File: config.mk
export PLATFORM = sky130hd
export DESIGN_NAME = fetch_stage_flat
export DESIGN_NICKNAME = d
export VERILOG_FILES = /design/src/rtl/fetch_stage_pkg.sv /design/src/rtl/fetch_stage_if.sv /design/src/rtl/fetch_pc.sv /design/src/rtl/fetch_stage.sv /design/src/flat_wrapper.sv
export SDC_FILE = /design/constraint.sdc
export NUM_CORES = 1
export LEC_CHECK = 0
export CORE_ASPECT_RATIO = 0.5
export CORE_MARGIN = 2
export CORE_UTILIZATION = 44
export CTS_CLUSTER_SIZE = 8
export DETAILED_ROUTE_END_ITERATION = 10
export MAX_ROUTING_LAYER = met4
export PLACE_DENSITY = 0.89
export SYNTH_ARGS = -nofsm -noshare
export SYNTH_HDL_FRONTEND = slang
export SYNTH_SLANG_ARGS = --single-unit
File: constraint.sdc
create_clock -name clk -period 2 [get_ports clk]
set_input_delay 0.4 -clock clk [delete_from_list [all_inputs] [get_ports clk]]
set_output_delay 0.4 -clock clk [all_outputs]
set_load 0.05 [all_outputs]
File: src/rtl/fetch_stage_pkg.sv
// rtl/fetch_stage_pkg.sv - shared constants, instruction fields and fetch-action type for the fetch stage
package fetch_stage_pkg;

  localparam int ISIZE_DEF    = 16;
  localparam int ASIZE_DEF    = 16;
  localparam int RESET_PC_DEF = 0;

  // ADD R0,R0,R0: harmless because R0 writes are dropped and never forwarded
  localparam logic [15:0] NOP = 16'h0000;

  localparam int OPCODE_MSB = 15;
  localparam int OPCODE_LSB = 12;
  localparam int RD_MSB     = 11;
  localparam int RD_LSB     = 8;
  localparam int RS_MSB     = 7;
  localparam int RS_LSB     = 4;
  localparam int RT_MSB     = 3;
  localparam int RT_LSB     = 0;

  typedef enum logic [1:0] {
    ACT_ADVANCE  = 2'd0,
    ACT_HOLD     = 2'd1,
    ACT_REDIRECT = 2'd2
  } fetch_act_e;

  function automatic fetch_act_e fetch_action(input logic redirect, input logic hold);
    if (redirect)  return ACT_REDIRECT;
    else if (hold) return ACT_HOLD;
    else           return ACT_ADVANCE;
  endfunction

endpackage

File: src/rtl/fetch_stage_if.sv
// rtl/fetch_stage_if.sv - instruction memory bus between the fetch stage and imem
interface fetch_stage_if #(
  parameter int ISIZE = 16,
  parameter int ASIZE = 16
);
  logic [ASIZE-1:0] imem_addr;
  logic [ISIZE-1:0] imem_rdata;

  modport master (output imem_addr, input  imem_rdata);
  modport slave  (input  imem_addr, output imem_rdata);
endinterface

File: src/rtl/fetch_pc.sv
// rtl/fetch_pc.sv - program counter with reset/redirect/hold/increment priority and modulo wrap
module fetch_pc
  import fetch_stage_pkg::*;
#(
  parameter int          ASIZE    = ASIZE_DEF,
  parameter int unsigned RESET_PC = RESET_PC_DEF
) (
  input  logic             clk,
  input  logic             rst,
  input  fetch_act_e       act,
  input  logic [ASIZE-1:0] redirect_pc,
  output logic [ASIZE-1:0] pc,
  output logic [ASIZE-1:0] pc_plus1
);

  localparam logic [ASIZE-1:0] RESET_VAL = ASIZE'(RESET_PC);

  // Natural width truncation gives the 2^ASIZE wrap
  assign pc_plus1 = pc + 1'b1;

  always_ff @(posedge clk) begin
    if (!rst) begin
      pc <= RESET_VAL;
    end else begin
      case (act)
        ACT_REDIRECT: pc <= redirect_pc;
        ACT_ADVANCE:  pc <= pc_plus1;
        default:      pc <= pc;
      endcase
    end
  end

endmodule

File: src/rtl/fetch_stage.sv
// rtl/fetch_stage.sv - IF stage and IF/ID register; FETCH_PERF_CNT_EN adds fetch/stall counters
module fetch_stage
  import fetch_stage_pkg::*;
#(
  parameter int          ISIZE    = ISIZE_DEF,
  parameter int          ASIZE    = ASIZE_DEF,
  parameter int unsigned RESET_PC = RESET_PC_DEF
) (
  input  logic             clk,
  input  logic             rst,
  fetch_stage_if.master    imem,
  input  logic             hold,
  input  logic             redirect,
  input  logic [ASIZE-1:0] redirect_pc,
  input  logic             pcctrl,
  output logic [ISIZE-1:0] if_instr,
  output logic [ASIZE-1:0] if_pc_plus1,
  output logic             if_valid,
  output logic [ISIZE-1:0] last_instr,
  output logic             last_pcctrl
`ifdef FETCH_PERF_CNT_EN
  ,
  output logic [31:0]      perf_fetch,
  output logic [31:0]      perf_stall
`endif
);

  localparam logic [ISIZE-1:0] NOP_WORD = ISIZE'(NOP);

  fetch_act_e       act;
  logic [ASIZE-1:0] pc;
  logic [ASIZE-1:0] pc_plus1;

  assign act            = fetch_action(redirect, hold);
  assign imem.imem_addr = pc;

  fetch_pc #(
    .ASIZE    (ASIZE),
    .RESET_PC (RESET_PC)
  ) u_pc (
    .clk         (clk),
    .rst         (rst),
    .act         (act),
    .redirect_pc (redirect_pc),
    .pc          (pc),
    .pc_plus1    (pc_plus1)
  );

  // if_pc_plus1 is left alone on redirect; if_valid=0 marks it as meaningless
  always_ff @(posedge clk) begin
    if (!rst) begin
      if_instr    <= NOP_WORD;
      if_pc_plus1 <= '0;
      if_valid    <= 1'b0;
      last_instr  <= NOP_WORD;
      last_pcctrl <= 1'b0;
    end else begin
      case (act)
        ACT_REDIRECT: begin
          if_instr    <= NOP_WORD;
          if_valid    <= 1'b0;
          last_instr  <= NOP_WORD;
          last_pcctrl <= 1'b0;
        end
        ACT_HOLD: begin
          last_instr  <= NOP_WORD;
          last_pcctrl <= 1'b0;
        end
        default: begin
          if_instr    <= imem.imem_rdata;
          if_pc_plus1 <= pc_plus1;
          if_valid    <= 1'b1;
          last_instr  <= if_instr;
          last_pcctrl <= pcctrl & if_valid;
        end
      endcase
    end
  end

`ifdef FETCH_PERF_CNT_EN
  always_ff @(posedge clk) begin
    if (!rst) begin
      perf_fetch <= '0;
      perf_stall <= '0;
    end else begin
      if (act == ACT_ADVANCE && perf_fetch != 32'hFFFF_FFFF) perf_fetch <= perf_fetch + 32'd1;
      if (act == ACT_HOLD    && perf_stall != 32'hFFFF_FFFF) perf_stall <= perf_stall + 32'd1;
    end
  end
`endif

endmodule

File: src/flat_wrapper.sv
// flat-port wrapper written by rule: the top's interface ports become plain ports
module fetch_stage_flat import fetch_stage_pkg::*;
#(
  parameter int          ISIZE    = ISIZE_DEF,
  parameter int          ASIZE    = ASIZE_DEF,
  parameter int unsigned RESET_PC = RESET_PC_DEF
)
  (clk, rst, hold, redirect, redirect_pc, pcctrl, if_instr, if_pc_plus1, if_valid, last_instr, last_pcctrl, imem_imem_addr, imem_imem_rdata);
  fetch_stage_if #(.ISIZE(ISIZE), .ASIZE(ASIZE)) imem_i ();
  input  logic clk;
  input  logic rst;
  input  logic hold;
  input  logic redirect;
  input  logic [ASIZE-1:0] redirect_pc;
  input  logic pcctrl;
  output logic [ISIZE-1:0] if_instr;
  output logic [ASIZE-1:0] if_pc_plus1;
  output logic if_valid;
  output logic [ISIZE-1:0] last_instr;
  output logic last_pcctrl;
  output wire logic [$bits(imem_i.imem_addr)-1:0] imem_imem_addr;
  input wire logic [$bits(imem_i.imem_rdata)-1:0] imem_imem_rdata;
  assign imem_imem_addr = imem_i.imem_addr;
  assign imem_i.imem_rdata = imem_imem_rdata;
  fetch_stage #(.ISIZE(ISIZE), .ASIZE(ASIZE), .RESET_PC(RESET_PC)) u_core (.clk(clk), .rst(rst), .imem(imem_i), .hold(hold), .redirect(redirect), .redirect_pc(redirect_pc), .pcctrl(pcctrl), .if_instr(if_instr), .if_pc_plus1(if_pc_plus1), .if_valid(if_valid), .last_instr(last_instr), .last_pcctrl(last_pcctrl));
endmodule
Word-level counts from Yosys, hierarchy flattened
Cells that the tools add are included.
{ "op_classes": {"bitwise_logic": 2, "mux": 5, "eq_ne": 2, "reduce_logical": 4, "n_addsub": 1} }
{ "op_table": {"columns": ["cell", "n"], "rows": [
  ["one-hot mux 16 bit (2 select lines)", 2],
  ["adder 16 x 1 -> 16 bit (second input constant)", 1],
  ["OR reduction 3 bit", 1],
  ["== test 2 x 1 -> 1 bit (second input constant)", 1],
  ["== test 2 bit (second input constant)", 1],
  ["logical NOT 2 bit", 1],
  ["2-to-1 mux 2 bit", 1],
  ["one-hot mux 1 bit (2 select lines)", 1],
  ["nonzero test 2 bit", 1],
  ["OR reduction 2 bit", 1],
  ["AND 1 bit", 1],
  ["2-to-1 mux 1 bit", 1],
  ["NOT 1 bit", 1]
]} }
{ "word_totals": {"elab_cells": 20, "inputBits": 37, "out_inout_bits": 66, "ff_bits": 66} }

Logic depth before layout (Yosys ltp)
Gate-level depths: netlist of run 1.
{ "logic_depth": {"depth_word": 4, "ltp_mapped": 6, "ltp_nobuf": 5} }

Hierarchy
From an unflattened synthesis of run 1, not the netlist that was laid out.
{ "unflattened": {"cells_unflattened": 328, "area_unflattened_um2": 2957.8} }
{ "by_module_without_submodules": {"columns": ["module", "seq_area_each_um2", "area_per_inst_um2", "cells_per_inst", "n_inst"], "rows": [
  ["fetch_stage", 1001.0, 1761.7, 168, 1],
  ["fetch_pc", 320.3, 1196.1, 160, 1]
]} }

Worst setup path before layout of run 1
Ideal clock, no wire load.
{ "synth_timing": {"kind": "register -> register", "from": "register u_core.u_pc.pc[0]", "to": "register u_core.if_pc_plus1[12]", "path_stages_with_launch": 6, "required_time_ns": 1.877, "n_path_buf": 0, "path_slack_ns": 0.177, "arrival_ns": 1.701, "synth_period_minus_slack_ns": 1.823, "setup_ns": 0.123, "path_cell_list": "dfxtp_1 ha_1 inv_1 nor4_1 xnor2_1 o21ai_0"} }
{ "synth_between": {"elab_chain_cells": 1} }
{ "synth_lines": {"columns": ["item", "line_no", "source"], "rows": [
  ["start, declared", "fetch_pc.sv:12", "output logic [ASIZE-1:0] pc,"],
  ["start signal, assigned", "fetch_pc.sv:26", "ACT_REDIRECT: pc <= redirect_pc;"],
  ["start signal, assigned", "fetch_pc.sv:27", "ACT_ADVANCE: pc <= pc_plus1;"],
  ["start signal, assigned", "fetch_pc.sv:28", "default: pc <= pc;"],
  ["adder 16 x 1 -> 16 bit", "fetch_pc.sv:19", "assign pc_plus1 = pc + 1'b1;"],
  ["end signal, assigned", "fetch_stage.sv:71", "if_pc_plus1 <= pc_plus1;"],
  ["end, declared", "fetch_stage.sv:17", "output logic [ASIZE-1:0] if_pc_plus1,"]
]} }
No other way between the ends.
A chain may end at the register's enable or synchronous reset.

Worst setup path after layout of run 1
{ "layout_timing": {"from": "register u_core.u_pc.pc[15]", "to": "output port imem_imem_addr[15]"} }
{ "layout_rtl": {"columns": ["item", "line_no", "source"], "rows": [
  ["end, declared", "flat_wrapper.sv:21", "output wire logic [$bits(imem_i.imem_addr)-1:0] imem_imem_addr;"]
]} }
No word-level cell between the ends.

==> impl_metrics.env, run 1 <==
export IMPL_run_status="complete, no violations"
export IMPL_htreeDepth=3
export IMPL_synth_async_reset_ratio_pct=0
export IMPL_critPathArrivalTime_ns=1.54
export IMPL_crit_required_ns=1.60
export IMPL_ys_flop_type="dfxtp_1"
export IMPL_synth_adder_area_share_pct=0.460
export IMPL_p_per_area_nw_per_um2=864
export IMPL_cp_top_family="buffers and inverters"
export IMPL_cp_max_fo=3
export IMPL_antenna_found_initial=0
export IMPL_slew_headroom_pct=63.7
export IMPL_maxSlewViolCount=0
export IMPL_grt_max_degree=35
export IMPL_reg2reg_slack_ns=0.25
export IMPL_crit_chain="clkdlybuf4s50_1"
export IMPL_critPathCapture="imem_imem_addr[15]"
export IMPL_reg2reg_from="u_core.u_pc.pc[1]"
export IMPL_finalSetupViolations=0
export IMPL_clkPwrFrac_pct=43.9
export IMPL_dieHeight_um=59.6
export IMPL_p_sw_w=0.00100
export IMPL_cts_sinks=66
export IMPL_synth_top_area_cell="dfxtp_1"
export IMPL_timing_hold_ws_ns=0.455
export IMPL_routed_wl_um=7440
export IMPL_cts_hold_buffers=0
export IMPL_synth_cell_types=39
export IMPL_dp_hpwl_um=5160
export IMPL_synth_top_family_by_area="simple AND/OR/NAND/NOR gates"
export IMPL_post_cts_buffers=0
export IMPL_crit_start="u_core.u_pc.pc[15]"
export IMPL_yosysTopAreaCellShare_pct=48.6
export IMPL_pwr_share_comb_pct=16.0
export IMPL_clock_root_buffer="clkbuf_16"
export IMPL_synthMuxAreaShare_pct=6.26
export IMPL_skew_ns=0.00448
export IMPL_die_area_sq_um=6860
export IMPL_overflow=0
export IMPL_ys_seq_elements=66
export IMPL_final_util_pct=69.0
export IMPL_hold_start="u_core.if_valid"
export IMPL_irDropWorstVdd_v=0.000534
export IMPL_avgSynthCellArea_sq_um=9.34
export IMPL_gp_congestion=0.876
export IMPL_synthTopCellsByCount="dfxtp_1, o21ai_0, nor2_1"
export IMPL_initial_core_util_pct=45.2
export IMPL_syn_inst=291
export IMPL_finalCritPeriodShare_pct=97.0
export IMPL_synthSimpleGateAreaFrac_pct=21.2
export IMPL_nNetsFinal=436
export IMPL_via_count=2522
export IMPL_cp_depth=1
export IMPL_p_seq_share_pct=40.1
export IMPL_hold_path_class="reg2reg"
export IMPL_yosysWarnings=0
export IMPL_critPathLaunchType="register"
export IMPL_yosysMostFrequentCell="dfxtp_1"
export IMPL_clkTransAtPathRegs_ns=0.06
export IMPL_syn_to_final_growth_pct=52.4
export IMPL_tns_ns=0
export IMPL_grt_total_usage_pct=23.7
export IMPL_die_w_um=115
export IMPL_hold_viol_final=0
export IMPL_first_global_vias=2512
export IMPL_max_freq_ghz=0.515
export IMPL_synth_compound_area_share_pct=11.3
export IMPL_p_leak_nw=1.63
export IMPL_syn_area_sq_um=2720
export IMPL_internal_power_w=0.00258
export IMPL_tritoncts="done"
export IMPL_firstDrtPassIters=4
export IMPL_ios=103
export IMPL_critPathSlowestCell="clkdlybuf4s50_1"
export IMPL_critPathCaptureType="primary output"
export IMPL_syn_num_nets=329
export IMPL_clock_path_buffers=2
export IMPL_slowest_delay_ns=0.83
export IMPL_cts_resized_gates=0
export IMPL_rr_worst_depth=5
export IMPL_r2r_end="u_core.if_pc_plus1[12]"
export IMPL_path_class="reg2out"
export IMPL_finalPower_w=0.00358
export IMPL_period_minus_slack_ns=1.94
export IMPL_antenna_left=0
export IMPL_synth_edf_count=0
export IMPL_worstMarginPinSlew_ns=0.543
export IMPL_numCtsBuffers=9
export IMPL_grt_setup_unrepaired="no"
export IMPL_drtIter0Drc=142
export IMPL_drcViolationCount=0
export IMPL_io_buffers=102
export IMPL_grt_pass1_wl_um=11900
export IMPL_synthXorXnorAreaFrac_pct=7.73
export IMPL_core_sq_um=6010
export IMPL_row_count=20
export IMPL_viasPerCell=5.25
export IMPL_ys_seq_area_share_pct=48.6
export IMPL_cap_viol_max_count=0
export IMPL_clock_latency_ns=0.33
export IMPL_wl_per_cell_um=15.5
export IMPL_drive_gt1_share_pct=13.9
export IMPL_netlist_top_cells_area="dfxtp_1, xnor2_1, mux2i_1"
export IMPL_swShare_pct=28.0
export IMPL_worst_path_buf_inv=1
export IMPL_diodes=0
[flip-flops by register name, indices dropped and copies added (netlist names)]
signal,cells
u_core.u_pc.pc,16
u_core.if_valid,1
u_core.last_instr,16
u_core.last_pcctrl,1
u_core.if_pc_plus1,16
u_core.if_instr,16
[final cells by class]
| cell class | count | area, sq um |
|---|---|---|
| clock buffer | 9 | 225 |
| clock inverter | 7 | 76.3 |
| fill | 455 | 1860 |
| inverter | 5 | 18.8 |
| multi-input combinational | 199 | 1280 |
| sequential | 66 | 1320 |
| tap | 77 | 96.3 |
| timing repair buffer | 117 | 1120 |
[worst min-delay path by stage]
stage          slack (ns)                  to  cells after the start
6_report             0.45  u_core.last_pcctrl                      2
5_1_grt              0.50  u_core.last_pcctrl                      2
4_1_cts              0.45  u_core.last_pcctrl                      2
3_5_place_dp         0.44  u_core.last_pcctrl                      2
3_3_place_gp         0.44  u_core.last_pcctrl                      2
2_1_floorplan        0.52  u_core.last_pcctrl                      2
[placed cells by master, fill, tap and decap left out, types with 3 or more instances in the layout]
cell	Yosys	final
xnor2_1	20	20
xor2_1	4	4
and3_1	16	16
a21oi_1	18	18
o21ai_0	30	30
nand3_1	8	8
nor4_2	3	3
buf_4	2	27
mux2i_1	17	17
clkbuf_16	0	9
clkdlybuf4s50_1	0	88
nand2_1	21	21
nor2_1	24	23
dfxtp_1	66	66
inv_1	4	4
and2_1	4	4
nor3_1	7	7
nor4_1	6	6
[power groups by stage]
stage	clock network, W	registers (W)	logic [W]
global route	0.00165	0.00144	0.000603
detailed placement	0	0.00146	0.000566
global placement	0	0.00146	0.000555
CTS	0.00160	0.00143	0.000573
finish	0.00157	0.00143	0.000573
floorplan	0	0.00163	0.000163
[layer usage]
| layer | share of wire (%) | wire, um | global-route usage, % |
|---|---|---|---|
| met5 | 0 | 0 | - |
| met4 | 2.6 | 195 | 10.8 |
| met3 | 6.3 | 466 | 6.85 |
| met2 | 51 | 3800 | 41.3 |
| met1 | 40 | 2990 | 25.7 |
[cell families after synthesis]
| group | after synthesis |
|---|---|
| xor gates and xnor gates | 24 |
| adders and majority gates | 1 |
| and+or+nand+nor | 101 |
| buffers and inverters | 26 |
| AOI/OAI and AO/OA | 56 |
| muxes | 17 |
| DFF | 66 |
[metrics by stage]
stage / cell area (sq um) / instances / setup slack, ns
floorplan: 2720 / 291 / 0.177
global placement: 3840 / 464 / 0.180
detailed placement: 3840 / 464 / 0.0208
CTS: 4140 / 480 / 0.0456
global route: 4140 / 480 / 0.0216
finish: 4140 / 480 / 0.0594
Power figures use the tool's default switching activity.
==> inputs of run 2 (changes only) <==
--- a/config.mk
+++ b/config.mk
@@ -5,13 +5,14 @@
 export SDC_FILE = /design/constraint.sdc
 export NUM_CORES = 1
 export LEC_CHECK = 0
+export CELL_PAD_IN_SITES_DETAIL_PLACEMENT = 1
+export CELL_PAD_IN_SITES_GLOBAL_PLACEMENT = 2
 export CORE_ASPECT_RATIO = 0.5
 export CORE_MARGIN = 2
-export CORE_UTILIZATION = 44
+export CORE_UTILIZATION = 25
 export CTS_CLUSTER_SIZE = 8
 export DETAILED_ROUTE_END_ITERATION = 10
-export MAX_ROUTING_LAYER = met4
-export PLACE_DENSITY = 0.89
+export PLACE_DENSITY = 0.88
 export SYNTH_ARGS = -nofsm -noshare
 export SYNTH_HDL_FRONTEND = slang
 export SYNTH_SLANG_ARGS = --single-unit
==> impl_metrics.env, run 2 (synthesis gave the netlist of run 1 again) <==
export IMPL_run_status="complete, no violations"
export IMPL_numCtsBuffers=9
export IMPL_crit_chain="clkdlybuf4s50_1"
export IMPL_irDropWorstVdd_v=0.000440
export IMPL_row_count=26
export IMPL_grt_max_degree=24
export IMPL_dp_cells=529
export IMPL_cap_viol_max_count=0
export IMPL_skew_ns=0.00329
export IMPL_worst_path_buf_inv=1
export IMPL_critPathCaptureType="primary output"
export IMPL_io_buffers=102
export IMPL_core_sq_um=10400
export IMPL_overflow=0
export IMPL_routed_wl_um=8460
export IMPL_p_per_area_nw_per_um2=847
export IMPL_clock_root_buffer="clkbuf_16"
export IMPL_period_minus_slack_ns=1.94
export IMPL_p_leak_nw=1.68
export IMPL_firstDrtPassIters=4
export IMPL_hold_path_class="reg2reg"
export IMPL_cts_hold_buffers=0
export IMPL_reg2reg_slack_ns=0.23
export IMPL_cp_max_fo=2
export IMPL_diodes=0
export IMPL_antenna_left=0
export IMPL_drcViolationCount=0
export IMPL_mostFrequentLayoutCell="clkdlybuf4s50_1"
export IMPL_htreeDepth=3
export IMPL_crit_required_ns=1.60
export IMPL_first_global_vias=2604
export IMPL_dieHeight_um=77.7
export IMPL_fin_cells=545
export IMPL_wl_per_cell_um=15.5
export IMPL_clkTransAtPathRegs_ns=0.05
export IMPL_drive_gt1_share_pct=15.3
export IMPL_grt_setup_unrepaired="no"
export IMPL_antenna_found_initial=0
export IMPL_finalSetupViolations=0
export IMPL_grt_pass1_wl_um=13600
export IMPL_finalCritPeriodShare_pct=96.9
export IMPL_syn_to_final_growth_pct=56.1
export IMPL_clock_path_buffers=2
export IMPL_final_cell_mix="clkdlybuf4s50_1, dfxtp_1, buf_4"
export IMPL_critPathLaunchType="register"
export IMPL_viasPerCell=4.58
export IMPL_max_freq_ghz=0.516
export IMPL_slew_headroom_pct=64.9
export IMPL_via_count=2497
export IMPL_hold_viol_final=0
export IMPL_gp_congestion=0.745
export IMPL_cp_top_family="buffers and inverters"
export IMPL_dp_hpwl_um=6120
export IMPL_clock_latency_ns=0.33
export IMPL_grt_total_usage_pct=15.2
export IMPL_path_class="reg2out"
export IMPL_nNetsFinal=438
export IMPL_maxSlewViolCount=0
export IMPL_cts_sinks=66
export IMPL_drtIter0Drc=69
export IMPL_die_area_sq_um=11800
export IMPL_dpl_cell_area_sq_um=3940
export IMPL_critPathArrivalTime_ns=1.54
export IMPL_ios=103
export IMPL_die_w_um=151
export IMPL_slowest_delay_ns=0.83
export IMPL_tritoncts="done"
export IMPL_tns_ns=0
export IMPL_critPathSlowestCell="clkdlybuf4s50_1"
export IMPL_worstMarginPinSlew_ns=0.524
export IMPL_finalInstanceArea_sq_um=4240
export IMPL_initial_core_util_pct=26.2
[run 2: cell count changes in the layout (fill, tap and decap cells not counted)]
cell,previous run,this run
buf_4,27,34
clkbuf_1,0,3
clkinvlp_4,2,0
dlymetal6s2s_1,0,1
buf_12,2,4
inv_6,2,0
clkinv_4,1,0
clkdlybuf4s50_1,88,80
clkbuf_8,0,2
[run 2: cell type report]
class,instances,area (sq um)
Clock buffer,14,264
Clock inverter,2,35.0
Fill cell,1175,6130
Inverter,5,18.8
Multi-Input combinational cell,199,1280
Sequential cell,66,1320
Tap cell,140,175
Timing Repair Buffer,119,1150
[run 2: routing by layer]
layer / up-vias / part of all wire (%) / global-route usage [%]
met5: - / 0 / 0
met2: 49 / 51 / 26.5
met3: 9 / 4.5 / 4.76
met1: 1216 / 43 / 17.7
li1: 1223 / - / -
met4: 0 / 1.3 / 5.05
[run 2: stage by stage]
| stage | total power, W | util, % | worst slack [ns] | hold slack [ns] |
|---|---|---|---|---|
| 4_1_cts | 0.00365 | 40.9 | 0.00811 | 0.461 |
| 2_1_floorplan | 0.00179 | - | 0.177 | 0.523 |
| 6_report | 0.00359 | 40.9 | 0.0617 | 0.456 |
| 5_1_grt | 0.00375 | 40.9 | 0.0235 | 0.468 |
| 3_3_place_gp | 0.00204 | 38.0 | 0.0519 | 0.446 |
| 3_5_place_dp | 0.00205 | 38.0 | 0.00890 | 0.454 |
[run 2: final timing paths]
path | to | from | depth (start not counted)
worst min register to register | u_core.last_pcctrl | u_core.if_valid | 2
worst min-delay path | u_core.last_pcctrl | u_core.if_valid | 2
worst max-delay path | if_pc_plus1[2] | u_core.if_pc_plus1[2] | 1
worst max register to register | u_core.u_pc.pc[12] | u_core.u_pc.pc[1] | 5
[run 2: repair_timing]
item / 4_1_cts / 5_1_grt
setup endpoints to repair: 0 / 1
buffers inserted: 0 / 0
gates resized for setup: 0 / 1
[run 2: report_power, final]
part | switching, W | leakage (nW) | total [W] | internal, W
Clock | 0.000542 | 0.147 | 0.00157 | 0.00103
Sequential | 0.0000590 | 0.540 | 0.00143 | 0.00137
Combinational | 0.000351 | 0.995 | 0.000591 | 0.000240
Total | 0.000952 | 1.68 | 0.00359 | 0.00264
